--- src/rtl/seg_pkg.sv ---
// seg_pkg: shared seven-segment encodings, frame constants and decoder state type.
package seg_pkg;
  localparam logic [6:0] SEG_0 = 7'b1111110;
  localparam logic [6:0] SEG_1 = 7'b0110000;
  localparam logic [6:0] SEG_2 = 7'b1101101;
  localparam logic [6:0] SEG_3 = 7'b1111001;
  localparam logic [6:0] SEG_4 = 7'b0110011;
  localparam logic [6:0] SEG_5 = 7'b1011011;
  localparam logic [6:0] SEG_6 = 7'b1011111;
  localparam logic [6:0] SEG_7 = 7'b1110000;
  localparam logic [6:0] SEG_8 = 7'b1111111;
  localparam logic [6:0] SEG_9 = 7'b1111011;
  localparam logic [3:0] DIGIT_INVALID = 4'hF;
  localparam int NUM_DIGITS = 6;
  typedef enum logic [1:0] {HUNT, COLLECT, PUBLISH} state_t;
  function automatic logic has_invalid(input logic [4*NUM_DIGITS-1:0] f);
    logic bad;
    bad = 1'b0;
    for (int i = 0; i < NUM_DIGITS; i++) bad |= f[4*i +: 4] == DIGIT_INVALID;
    return bad;
  endfunction
endpackage

--- src/rtl/seg7_to_bcd.sv ---
// seg7_to_bcd: combinational seven-segment to BCD decode with a valid flag.
module seg7_to_bcd
  import seg_pkg::*;
(
  input  logic [6:0] seg,
  output logic [3:0] bcd,
  output logic       valid
);
  always_comb begin
    case (seg)
      SEG_0: bcd = 4'd0;
      SEG_1: bcd = 4'd1;
      SEG_2: bcd = 4'd2;
      SEG_3: bcd = 4'd3;
      SEG_4: bcd = 4'd4;
      SEG_5: bcd = 4'd5;
      SEG_6: bcd = 4'd6;
      SEG_7: bcd = 4'd7;
      SEG_8: bcd = 4'd8;
      SEG_9: bcd = 4'd9;
      default: bcd = DIGIT_INVALID;
    endcase
  end
  assign valid = bcd != DIGIT_INVALID;
endmodule

--- src/rtl/seg_scan_decoder.sv ---
// seg_scan_decoder: samples a multiplexed six-digit seven-segment bus and
// rebuilds the displayed HH:MM:SS as BCD frames.
module seg_scan_decoder
  import seg_pkg::*;
#(
  parameter int SETTLE      = 4,
  parameter int SYNC_STAGES = 2
) (
  input  logic        MHz,
  input  logic        Reset,
  input  logic [2:0]  DE,
  input  logic [6:0]  seg,
  output logic [23:0] digits,
  output logic        frame_valid,
  output logic        seq_err,
  output logic        seg_err
);
  logic [9:0] sync_q [SYNC_STAGES];
  logic [9:0] pair, prev_q;
  logic [7:0] cnt;
  logic armed, changed, cap;
  logic [2:0] sde, exp_q, exp_n;
  logic [6:0] sseg;
  logic [3:0] dec;
  logic dec_ok, wr, abort, pub, frame_ok;
  logic [23:0] stg, frame;
  state_t state, state_n;
  assign pair = sync_q[SYNC_STAGES-1];
  assign sde = pair[9:7];
  assign sseg = pair[6:0];
  assign changed = pair != prev_q;
  assign cap = !changed && armed && cnt == 8'(SETTLE - 1);
  seg7_to_bcd u_dec (.seg(sseg), .bcd(dec), .valid(dec_ok));
  // The S2 digit is still in flight on the decoder, so the frame is judged with it spliced in.
  assign frame = {stg[23:4], dec};
  assign frame_ok = !has_invalid(frame);
  always_ff @(posedge MHz or posedge Reset) begin
    if (Reset) begin
      for (int i = 0; i < SYNC_STAGES; i++) sync_q[i] <= '0;
      prev_q <= '0;
      cnt <= '0;
      armed <= 1'b1;
    end else begin
      sync_q[0] <= {DE, seg};
      for (int i = 1; i < SYNC_STAGES; i++) sync_q[i] <= sync_q[i-1];
      prev_q <= pair;
      cnt <= changed ? 8'd0 : (cnt == 8'hFF ? cnt : cnt + 8'd1);
      armed <= changed ? 1'b1 : (cap ? 1'b0 : armed);
    end
  end
  always_comb begin
    state_n = state;
    exp_n = exp_q;
    wr = 1'b0;
    abort = 1'b0;
    pub = 1'b0;
    case (state)
      HUNT: if (cap && sde == 3'd0) begin
        wr = 1'b1;
        exp_n = 3'd1;
        state_n = COLLECT;
      end
      COLLECT: if (cap) begin
        if (sde == exp_q) begin
          wr = 1'b1;
          exp_n = exp_q + 3'd1;
          pub = exp_q == 3'd5;
          state_n = exp_q == 3'd5 ? PUBLISH : COLLECT;
        end else if (sde == exp_q - 3'd1) begin
          wr = 1'b1;
        end else begin
          abort = 1'b1;
          wr = sde == 3'd0;
          exp_n = 3'd1;
          state_n = sde == 3'd0 ? COLLECT : HUNT;
        end
      end
      default: state_n = HUNT;
    endcase
  end
  always_ff @(posedge MHz or posedge Reset) begin
    if (Reset) begin
      state <= HUNT;
      exp_q <= '0;
      stg <= '0;
      digits <= '0;
      frame_valid <= 1'b0;
      seq_err <= 1'b0;
      seg_err <= 1'b0;
    end else begin
      state <= state_n;
      exp_q <= exp_n;
      for (int d = 0; d < NUM_DIGITS; d++)
        if (wr && sde == 3'(d)) stg[4*(NUM_DIGITS-1-d) +: 4] <= dec;
      digits <= pub && frame_ok ? frame : digits;
      frame_valid <= pub && frame_ok;
      seq_err <= abort || (pub && !frame_ok);
      seg_err <= seg_err || (cap && !dec_ok);
    end
  end
endmodule

--- config.mk ---
export PLATFORM = sky130hd
export DESIGN_NAME = seg_scan_decoder
export DESIGN_NICKNAME = d
export VERILOG_FILES = /design/src/rtl/seg_pkg.sv /design/src/rtl/seg7_to_bcd.sv /design/src/rtl/seg_scan_decoder.sv
export SDC_FILE = /design/constraint.sdc
export NUM_CORES = 1
export LEC_CHECK = 0
export CORE_ASPECT_RATIO = 1.5
export CORE_MARGIN = 2
export CORE_UTILIZATION = 45
export CTS_BUF_LIST = sky130_fd_sc_hd__clkbuf_4 sky130_fd_sc_hd__clkbuf_8 sky130_fd_sc_hd__clkbuf_16
export CTS_CLUSTER_SIZE = 10
export DETAILED_ROUTE_END_ITERATION = 10
export PLACE_DENSITY = 0.72
export RECOVER_POWER = 50
export REMOVE_ABC_BUFFERS = 1
export SETUP_SLACK_MARGIN = 0.5
export SLEW_MARGIN = 5
export SYNTH_ARGS = -nofsm -noshare
export SYNTH_HDL_FRONTEND = slang
export SYNTH_HIERARCHICAL = 1
export SYNTH_SLANG_ARGS = --single-unit
--- constraint.sdc ---
create_clock -name MHz -period 7.8 [get_ports MHz]
set_clock_uncertainty 0.05 [all_clocks]
set_input_delay 1.56 -clock MHz [delete_from_list [all_inputs] [get_ports MHz]]
set_output_delay 1.56 -clock MHz [all_outputs]
set_load 0.01 [all_outputs]
-- Yosys cells after proc, flatten, opt, wreduce, memory -nomap -nowiden
Cells that the tools add are included.
W data, S select, Z words.
- input port bits: 12
- output and inout bits: 27
- register bits: 91
- word-level logic and storage cells: 107
- mux-type cells: 29
- bitwise logic cells: 5
- add/subtract/negate cells: 3
- reductions and logical operators: 22
- equal/unequal tests: 32
- operators with widths (kind ; number):
    $eq A7 B7 Y1 const B ; 8
    $pmux W4 S10 ; 1
    $eq A4 B4 Y1 const B ; 6
    $mux W8 ; 2
    $eq A7 B6 Y1 const B ; 2
    $mux W1 ; 14
    $mux W3 ; 4
    $logic_and A1 B1 Y1 ; 11
    $mux W2 ; 5
    $ne A10 B10 Y1 ; 1
    $add A8 B1 Y8 const B ; 1
    $eq A8 B2 Y1 const B ; 1
    $eq A8 B8 Y1 const B ; 1
    $eq A3 B2 Y1 const B ; 2
    $eq A3 B3 Y1 ; 2
    $eq A3 B3 Y1 const B ; 2
    $ne A2 B2 Y1 const B ; 3
    $pmux W3 S2 ; 1
    $or A1 B1 Y1 ; 5
    $ne A4 B4 Y1 const B ; 1
    $pmux W2 S2 ; 1
    $reduce_and A4 Y1 ; 1
    $reduce_bool A2 Y1 ; 2
    $add A3 B1 Y3 const B ; 1
    10 further kinds ; 13

-- Logic depth before layout (Yosys ltp)
Gate-level depths: netlist of the first run.
- depth after elaboration: 10
- gate-level depth with buffers: 11
- depth with buffers taken out: 9

-- By module
Netlist of the first run, hierarchy kept.
- modules (own cells, without submodules) (module ; sequential area each (µm²) ; area an instance (µm²) ; cells an instance ; times used):
    seg_scan_decoder ; 2278.4 ; 3684.8 ; 252 ; 1
    seg7_to_bcd ; 0.0 ; 221.5 ; 34 ; 1

-- Worst setup path after synthesis of the first run
No wires, ideal clock.
- kind: register -> register
- start: register sync_q (netlist bit pair[1])
- end: register digits[10]
- buffers on the path: 2
- slack: 5.038 ns
- cell stages (with the launch flop): 12
- setup time: 0.125 ns
- required time: 7.625 ns
- period minus slack after synthesis: 2.762 ns
- data arrival time: 2.587 ns
- cell sequence: dfrtp_1 buf_6 or3_4 a21o_1 o221a_4 a211o_1 nand4_1 nand4_1 nor2_1 nand4_4 buf_6 mux2_4
- word-level cells in the longest chain between the ends: 10
- elaborated cells between the ends (all ways): 25
- those cells by class: 12 x eq/ne; 3 x mux; 5 x bitwise; 5 x reduce/logical
- RTL lines (item ; line ; RTL):
    from (decl) ; seg_scan_decoder.sv:18 ; logic [9:0] sync_q [SYNC_STAGES];
    $eq A7 B7 Y1 or $eq A7 B6 Y1 (tied branches) ; seg7_to_bcd.sv:10 ; case (seg)
    $pmux W4 S10 (*) ; seg7_to_bcd.sv:10 ;
    net dec[0] ; seg_scan_decoder.sv:24 ; logic [3:0] dec;
    $eq A4 B4 Y1 (*) ; seg_pkg.sv:19 ; for (int i = 0; i < NUM_DIGITS; i++) bad |= f[4*i +: 4] == DIGIT_INVALID;
    $or A1 B1 Y1 (*) (5 in a row) ; seg_pkg.sv:19 ;
    $logic_not A1 Y1 (*) ; seg_scan_decoder.sv:36 ; assign frame_ok = !has_invalid(frame);
    $logic_and A1 B1 Y1 (*) ; seg_scan_decoder.sv:95 ; digits <= pub && frame_ok ? frame : digits;
    to (signal assigned) ; seg_scan_decoder.sv:95 ;
    to (decl) ; seg_scan_decoder.sv:13 ; output logic [23:0] digits,
Mark *: on every way through the listed nets, which the timed path passes. The rest lies on a longest branch.
A chain may end at the register's enable or synchronous reset.

-- Worst setup path after layout of the first run
- start: register sync_q (netlist bit pair[6])
- end: register digits[12]
Same word-level chain as after synthesis.

==> flow_summary.json, run 1 <==
{
  "post-synth-top-area-cell": "dfrtp_1",
  "clk_pin_slew_ps": 60,
  "ios": 39,
  "wl_per_cell_um": 16.1,
  "internal_power_mw": 0.725,
  "swShare": 0.214,
  "vias": 2334,
  "path_max_fanout": 24,
  "final-max-slew-violation-count": 0,
  "synth-simple-area-share": 0.128,
  "switchingPower_mw": 0.198,
  "synthTopCellsByCount": "90 x dfrtp_1, 25 x mux2_2, 20 x mux2_4",
  "dp_hpwl_mm": 4.92,
  "first_global_vias": 2384,
  "period_share": 0.433,
  "cts-buffers-inserted": 9,
  "place_inst": 424,
  "core_area_um2": 8410,
  "synthTopCellsByArea": "dfrtp_1 58%, mux2_4 7.7%, mux2_2 7.2%",
  "synth_area_um2": 3910,
  "hold_class": "reg2reg",
  "end_kind": "register",
  "comb_power_share": 0.037,
  "dr.pass1.iters": 4,
  "synth_compound_area_frac": 0.0493,
  "post_cts_buffers": 0,
  "r2r_cells": 9,
  "pwr_density_cell_nw_per_um2": 199,
  "grt_pass1_wl_mm": 12.1,
  "htreeDepth": 3,
  "cts_tree": "built",
  "antenna_found_initial": 0,
  "async_flop_share": 1.00,
  "die_w_um": 80.1,
  "leakage_nw": 2.16,
  "ant_nets": 0,
  "synth_edf_count": 0,
  "preCtsSetupSlack_ps": 4400,
  "min-delay-start": "sync_q[10]",
  "clock_power_share": 0.433,
  "status": "completed",
  "crit_type": "reg2reg",
  "synth_top_family_by_area": "multiplexers",
  "grt_max_degree": 92,
  "yosysTopAreaCellShare": 0.577,
  "layout_min_cycle_time_ps": 3380,
  "holdPathEnd": "pair[0]",
  "seq_power_share": 0.529,
  "finalSetupViolCount": 0,
  "clock_path_buffers": 2,
  "drv_cap": 0,
  "n_antenna_cell": 0,
  "crit_arrival_ps": 3540,
  "timing.reg2reg.setup_slack_ps": 4420,
  "slew_headroom": 0.280,
  "clock-sinks": 91,
  "hold_buffers": 0,
  "yosysWarnings": 6,
  "rows": 41,
  "gp_congestion": 0.823,
  "start_util": 0.464,
  "synth_seq_area_share": 0.583,
  "fmax_mhz": 296,
  "synth.mux.area_fraction": 0.159,
  "final.setup.worst_slack_ps": 4420,
  "postCtsResizedCells": 0,
  "place_area_um2": 4370,
  "max-vdd-ir-drop_uv": 132,
  "r2r-start": "pair[6]",
  "finalSetupTns_ps": 0,
  "synthFlopType": "dfrtp_1",
  "final_nets": 344,
  "drcViolationCount": 0,
  "port_buffers": 38,
  "drive_gt1_frac": 0.210,
  "design_area_um2": 4650,
  "hold_viol_final": 0,
  "synth_fa_ha_area_frac": 0.0128,
  "cp.required_ps": 7970,
  "drt-total-wl_mm": 7.10,
  "r2r-end": "digits[12]",
  "syn_inst": 286,
  "gr-total-overflow": 0,
  "cts_root_buffer": "clkbuf_16",
  "die_h_um": 118,
  "synth.most_common_cell": "dfrtp_1",
  "tightestPinTransition_ps": 1080,
  "first_iter_violations": 120,
  "synth-seq-cells": 91,
  "area_growth_pct": 19.0,
  "die_area_um2": 9460,
  "ys_types": 49,
  "synth-xor-area-share": 0.0464,
  "via_per_inst": 5.30,
  "start_kind": "register",
  "grt_setup_unrepaired": "false",
  "insertion_delay_ps": 330,
  "whs_path_depth": 0,
  "track_usage": 0.166,
  "holdWs_ps": 296,
  "avgSynthCellArea_um2": 13.7,
  "stdcell_count": 440
}
==> worst max path at each step <==
| stage | to | startpoint | slack [ps] |
|---|---|---|---|
| floorplan | cnt[0] | Reset | 3830 |
| global placement | digits[22] | pair[1] | 4490 |
| detailed placement | digits[7] | pair[1] | 4400 |
| CTS | digits[7] | pair[1] | 4400 |
| global route | digits[7] | pair[6] | 4190 |
| finish | digits[12] | pair[6] | 4420 |
==> layout by cell type, fill, tap and decap left out, types with 2 or more instances in the layout <==
cell type         n
dfrtp_1          90
nand3b_1          2
xor2_1           11
nand4_1          13
nand2b_1          2
clkdlybuf4s50_1  25
ha_1              4
and2_1            2
a211oi_1          2
or3_1             5
a311oi_1          2
nor3b_1           2
o211ai_1          3
clkbuf_4          2
o21ai_0           4
nor4_1            4
xnor2_1           7
dlygate4sd3_1    13
mux2i_1           4
mux2_4           20
nand3_1           5
clkbuf_16         9
and2_0            2
clkinv_2          2
nor2b_1           4
nor3_1            3
nand2_1           8
a21oi_1           8
and4_1            2
mux2_2           25
and3_1            4
inv_1             5
nor2_1           16
==> final cells by class <==
| cell class | count | area, um^2 |
|---|---|---|
| Clock buffer | 12 | 254 |
| Clock inverter | 4 | 26.3 |
| Fill cell | 732 | 3770 |
| Inverter | 6 | 23.8 |
| Multi-Input combinational cell | 181 | 1540 |
| Sequential cell | 91 | 2280 |
| Tap cell | 107 | 134 |
| Timing Repair Buffer | 39 | 388 |
==> per-layer routing <==
metal	vias up	global-route usage	share of wire
met2	37	0.265	0.50
li1	1111	-	-
met4	0	0.0773	0.018
met5	-	0	0
met1	1179	0.214	0.45
met3	7	0.0353	0.029
==> power groups by stage <==
stage               sequential, mW  clock [mW]  combinational, mW
finish                       0.488       0.400             0.0343
global route                 0.489       0.430             0.0394
CTS                          0.489       0.411             0.0364
detailed placement           0.497           0             0.0362
global placement             0.497           0             0.0357
floorplan                    0.495           0             0.0242
==> registers in the layout (all words and copies together), names as in the netlist <==
name         count
digits          24
stg             20
pair            10
prev_q          10
sync_q          10
cnt              8
exp_q            3
state            2
armed            1
frame_valid      1
seg_err          1
seq_err          1
==> metrics by stage <==
| step | utilization | power (mW) |
|---|---|---|
| after CTS | 0.553 | 0.936 |
| after global routing | 0.552 | 0.958 |
| after detailed placement | 0.519 | 0.533 |
| after global placement | 0.519 | 0.533 |
| final | 0.552 | 0.922 |
| after floorplan | - | 0.519 |
==> cells by family (layout without fill, tap and decap cells) <==
kind of cell,count (synthesis),in the layout
adders and majority gates,4,4
muxes,49,49
xor gates and xnor gates,19,19
AOI/OAI and AO/OA,27,27
buffers and inverters,14,61
DFF,91,91
and+or+nand+nor,82,82
==> critical path, cell delays in order (launching register included) <==
cell	delay (ps)
dfrtp_1	460
nor3_1	370
a21oi_1	150
o221a_4	290
a211o_1	410
nand4_1	130
nand4_1	100
nor2_1	260
nand4_4	530
mux2_4	490
(Power assumes the default switching activity.)
==> inputs of run 2 (changes only) <==
Settings changed: PLACE_DENSITY 0.72 to 0.75.
Clock period 7.8 ns to 2.8 ns, I/O delays scaled along.
==> run 2 against run 1 <==
Net effect: critical path depth grew 1; combinational power rose to 4.1 times the previous value; non-clock buffer count grew 26; global-route usage rose by 1.1 points; fmax rose by 27%.
==> flow_summary.json, run 2 (same netlist as run 1, synthesis figures left out) <==
{
  "crit_arrival_ps": 2820,
  "finalSetupTns_ps": 0,
  "grt_setup_unrepaired": "true",
  "path_max_fanout": 24,
  "die_area_um2": 9460,
  "drt-total-wl_mm": 7.96,
  "cp_top_family": "simple AND/OR/NAND/NOR gates",
  "largest-register": "digits",
  "htreeDepth": 3,
  "slew_headroom": 0.241,
  "start_kind": "register",
  "core_area_um2": 8410,
  "layout_commonest_cell": "dfrtp_1",
  "clk_pin_slew_ps": 60,
  "crit_slowest_cell": "dfrtp_2",
  "end_kind": "register",
  "vias": 2513,
  "clock_path_buffers": 2,
  "track_usage": 0.177,
  "gr-total-overflow": 0,
  "cts-buffers-inserted": 9,
  "largest_reg_flops": 24,
  "cts_tree": "built",
  "die_h_um": 118,
  "drcViolationCount": 0,
  "hold_viol_final": 0,
  "holdWs_ps": 298,
  "grt_max_degree": 47,
  "clock-sinks": 91,
  "ant_nets": 0,
  "status": "completed",
  "drv_cap": 0,
  "final.setup.worst_slack_ps": 148,
  "rows": 41,
  "first_global_vias": 2637,
  "gp_congestion": 0.878,
  "start_util": 0.464,
  "preCtsSetupSlack_ps": -30.2,
  "n_antenna_cell": 0,
  "fmax_mhz": 377,
  "dp_hpwl_mm": 5.29,
  "port_buffers": 38,
  "layout_min_cycle_time_ps": 2650,
  "place_inst": 437,
  "crit_buf_inv": 1,
  "via_per_inst": 5.39,
  "tightestPinTransition_ps": 1130,
  "top_regs": "digits (24), stg (20)",
  "dr.pass1.iters": 4,
  "cts_root_buffer": "clkbuf_16",
  "critPathMostFrequentCell": "nand4_1",
  "critPathMaxStageDelay_ps": 470,
  "finalSetupViolCount": 0,
  "period_share": 0.947,
  "first_iter_violations": 174,
  "die_w_um": 80.1,
  "grt_pass1_wl_mm": 13.0,
  "most-common-layout-cells": "87 x dfrtp_1, 27 x mux2_4, 27 x clkdlybuf4s50_1",
  "leakage_nw": 2.34,
  "ios": 39,
  "stdcell_count": 466,
  "power_mw": 2.80,
  "drive_gt1_frac": 0.315,
  "antenna_found_initial": 0,
  "path_cells": "or3_4, a21o_1, o221a_4, a211o_1, nand4_1, nand4_1, nor2_4, nand4_4, buf_12, mux2_4",
  "wl_per_cell_um": 17.1,
  "crit_type": "reg2reg",
  "insertion_delay_ps": 340,
  "pwr_density_cell_nw_per_um2": 555,
  "hold_buffers": 0,
  "max-vdd-ir-drop_uv": 370,
  "hold_class": "reg2reg",
  "cp.required_ps": 2970,
  "final_nets": 370,
  "area_growth_pct": 29.2,
  "final-max-slew-violation-count": 0
}
## run 2: through the flow
step,instance area (um^2),utilization
floorplan,3850,-
global placement,4490,0.534
detailed placement,4490,0.534
CTS,4930,0.586
global route,5050,0.600
finish,5050,0.600
## run 2: area by class of cell
class / count / area, um^2
repair buffers: 65 / 613
well taps: 107 / 134
fillers: 673 / 3370
flip-flops and latches: 91 / 2280
clock inverters: 4 / 73.8
clock buffers: 12 / 254
inverters: 6 / 23.8
multi-input cells: 181 / 1670
## run 2: what timing repair did
action / in CTS / in global routing
pin swaps: 6 / 8
resized for setup: 18 / 18
endpoints found under the setup margin: 50 / 50
buffers inserted: 7 / 6
## run 2: final timing paths
path	from	endpoint	slack [ps]	cells past startpoint
worst min-delay path	sync_q[17]	pair[7]	300	0
worst max-delay path	pair[3]	digits[3]	150	10
worst min register to register	sync_q[17]	pair[7]	300	0
min in group asynchronous	Reset	sync_q[14]	840	2
max in group asynchronous	Reset	digits[19]	860	3
worst max register to register	pair[3]	digits[3]	150	10
## run 2: power breakdown
group	leakage, nW	switching (mW)	internal (mW)
Combinational	0.982	0.0761	0.0648
Sequential	1.20	0.0214	1.34
Clock	0.164	0.474	0.826
## run 2: layer usage
layer | vias up | track usage | part of all wire
met1 | 1270 | 0.226 | 0.42
met2 | 61 | 0.288 | 0.53
met5 | - | 0 | 0
li1 | 1171 | - | -
met4 | 0 | 0.0646 | 0.017
met3 | 11 | 0.0460 | 0.039
==> inputs of run 3 (changes only) <==
Settings changed: SETUP_SLACK_MARGIN 0.5 to 0.2.
==> run 3 against run 2 <==
Net effect: setup slack better by 15 ps; core utilization is 2.0 points lower; sequential share of layout area rose by 1.5 points; critical path depth is the same; combinational power fell by 11%; worst hold slack is essentially flat; sequential power hardly changed; cell count is 1.9% lower; sequential cell count unchanged; die area is the same; cell area decreased by 3.3%; clock power hardly changed; highest routed layer unchanged.
==> flow_summary.json, run 3 (same netlist as run 1, synthesis figures left out) <==
{
  "status": "completed",
  "gp_congestion": 0.878,
  "htreeDepth": 3,
  "period_share": 0.942,
  "final.setup.worst_slack_ps": 163,
  "clock_power_share": 0.467,
  "final-max-slew-violation-count": 0,
  "dr.pass1.iters": 4,
  "dp_hpwl_mm": 5.29,
  "grt_pass1_wl_mm": 12.9,
  "hold_class": "reg2reg",
  "most-common-layout-cells": "88 x dfrtp_1, 27 x clkdlybuf4s50_1, 25 x mux2_2",
  "final_nets": 361,
  "hold_viol_final": 0,
  "ios": 39,
  "crit_arrival_ps": 2800,
  "pwr_density_cell_nw_per_um2": 570,
  "drive_gt1_frac": 0.266,
  "clock-sinks": 91,
  "cts_root_buffer": "clkbuf_16",
  "place_area_um2": 4490,
  "path_max_fanout": 24,
  "largest-register": "digits",
  "grt_max_degree": 47,
  "antenna_found_initial": 0,
  "layout_commonest_cell": "dfrtp_1",
  "comb_power_share": 0.045,
  "ant_nets": 0,
  "path_cells": "or3_4, a21o_1, o221a_4, a211o_1, nand4_1, nand4_1, nor2_4, nand4_4, buf_12, mux2_4",
  "area_growth_pct": 24.9,
  "leakage_nw": 2.28,
  "crit_slowest_cell": "dfrtp_2",
  "internal_power_mw": 2.22,
  "cp.required_ps": 2960,
  "stdcell_count": 457,
  "max-vdd-ir-drop_uv": 366,
  "layout_min_cycle_time_ps": 2640,
  "rows": 41,
  "holdWs_ps": 298,
  "design_area_um2": 4880,
  "drt-total-wl_mm": 7.56,
  "cts_tree": "built",
  "power_mw": 2.78,
  "seq_power_share": 0.488,
  "fmax_mhz": 379,
  "switchingPower_mw": 0.565,
  "slew_headroom": 0.243,
  "crit_type": "reg2reg",
  "gr-total-overflow": 0,
  "finalSetupViolCount": 0,
  "clk_pin_slew_ps": 60,
  "grt_setup_unrepaired": "true",
  "start_kind": "register",
  "track_usage": 0.176,
  "core_area_um2": 8410,
  "clock_path_buffers": 2,
  "preCtsSetupSlack_ps": -30.2,
  "place_inst": 437,
  "critPathMaxStageDelay_ps": 460,
  "cts-buffers-inserted": 9,
  "top_regs": "digits (24), stg (20)",
  "start_util": 0.464,
  "port_buffers": 38,
  "critPathMostFrequentCell": "nand4_1",
  "end_kind": "register",
  "tightestPinTransition_ps": 1130,
  "insertion_delay_ps": 340,
  "drv_cap": 0,
  "vias": 2439,
  "drcViolationCount": 0,
  "wl_per_cell_um": 16.5,
  "via_per_inst": 5.34,
  "n_antenna_cell": 0,
  "swShare": 0.203,
  "crit_buf_inv": 1,
  "die_h_um": 118,
  "first_iter_violations": 149,
  "die_area_um2": 9460,
  "die_w_um": 80.1,
  "cp_top_family": "simple AND/OR/NAND/NOR gates",
  "first_global_vias": 2610,
  "largest_reg_flops": 24,
  "final_util": 0.580,
  "finalSetupTns_ps": 0
}
-- run 3: cell count changes in the layout (fill, tap and decap cells not counted), moves of 3 or more --
| cell | change |
|---|---|
| buf_4 | -6 |
| mux2_4 | -7 |
| buf_6 | -3 |
| mux2_2 | +7 |
-- run 3: power groups by stage --
| stage | Combinational (mW) | Clock, mW | Sequential, mW |
|---|---|---|---|
| 6_report | 0.125 | 1.30 | 1.36 |
| 5_1_grt | 0.141 | 1.38 | 1.36 |
| 4_1_cts | 0.128 | 1.31 | 1.36 |
| 3_5_place_dp | 0.122 | 0 | 1.38 |
| 3_3_place_gp | 0.117 | 0 | 1.38 |
| 2_1_floorplan | 0.0674 | 0 | 1.38 |
-- run 3: final timing paths --
kind | slack, ps | end | startpoint | cells after the start
max | 160 | digits[3] | pair[3] | 10
min reg2reg | 300 | pair[7] | sync_q[17] | 0
min in group asynchronous | 850 | sync_q[14] | Reset | 2
max reg2reg | 160 | digits[3] | pair[3] | 10
min | 300 | pair[7] | sync_q[17] | 0
max in group asynchronous | 860 | digits[3] | Reset | 3
-- run 3: timing repair --
item,4_1_cts,5_1_grt
resized for setup,6,5
endpoints found under the setup margin,28,33
pin swaps,2,3
buffers inserted,3,1
hold buffers,0,0
-- run 3: per-layer routing --
metal	global-route usage	wire length, um
met1	0.226	3230
met2	0.286	3970
met3	0.0422	217
met4	0.0646	147
met5	0	0
-- run 3: cell type report --
cell class / count / area (um^2)
fill: 694 / 3530
sequential: 91 / 2280
multi-input combinational: 181 / 1580
timing repair buffer: 56 / 534
clock buffer: 12 / 254
tap: 107 / 134
clock inverter: 4 / 73.8
inverter: 6 / 23.8
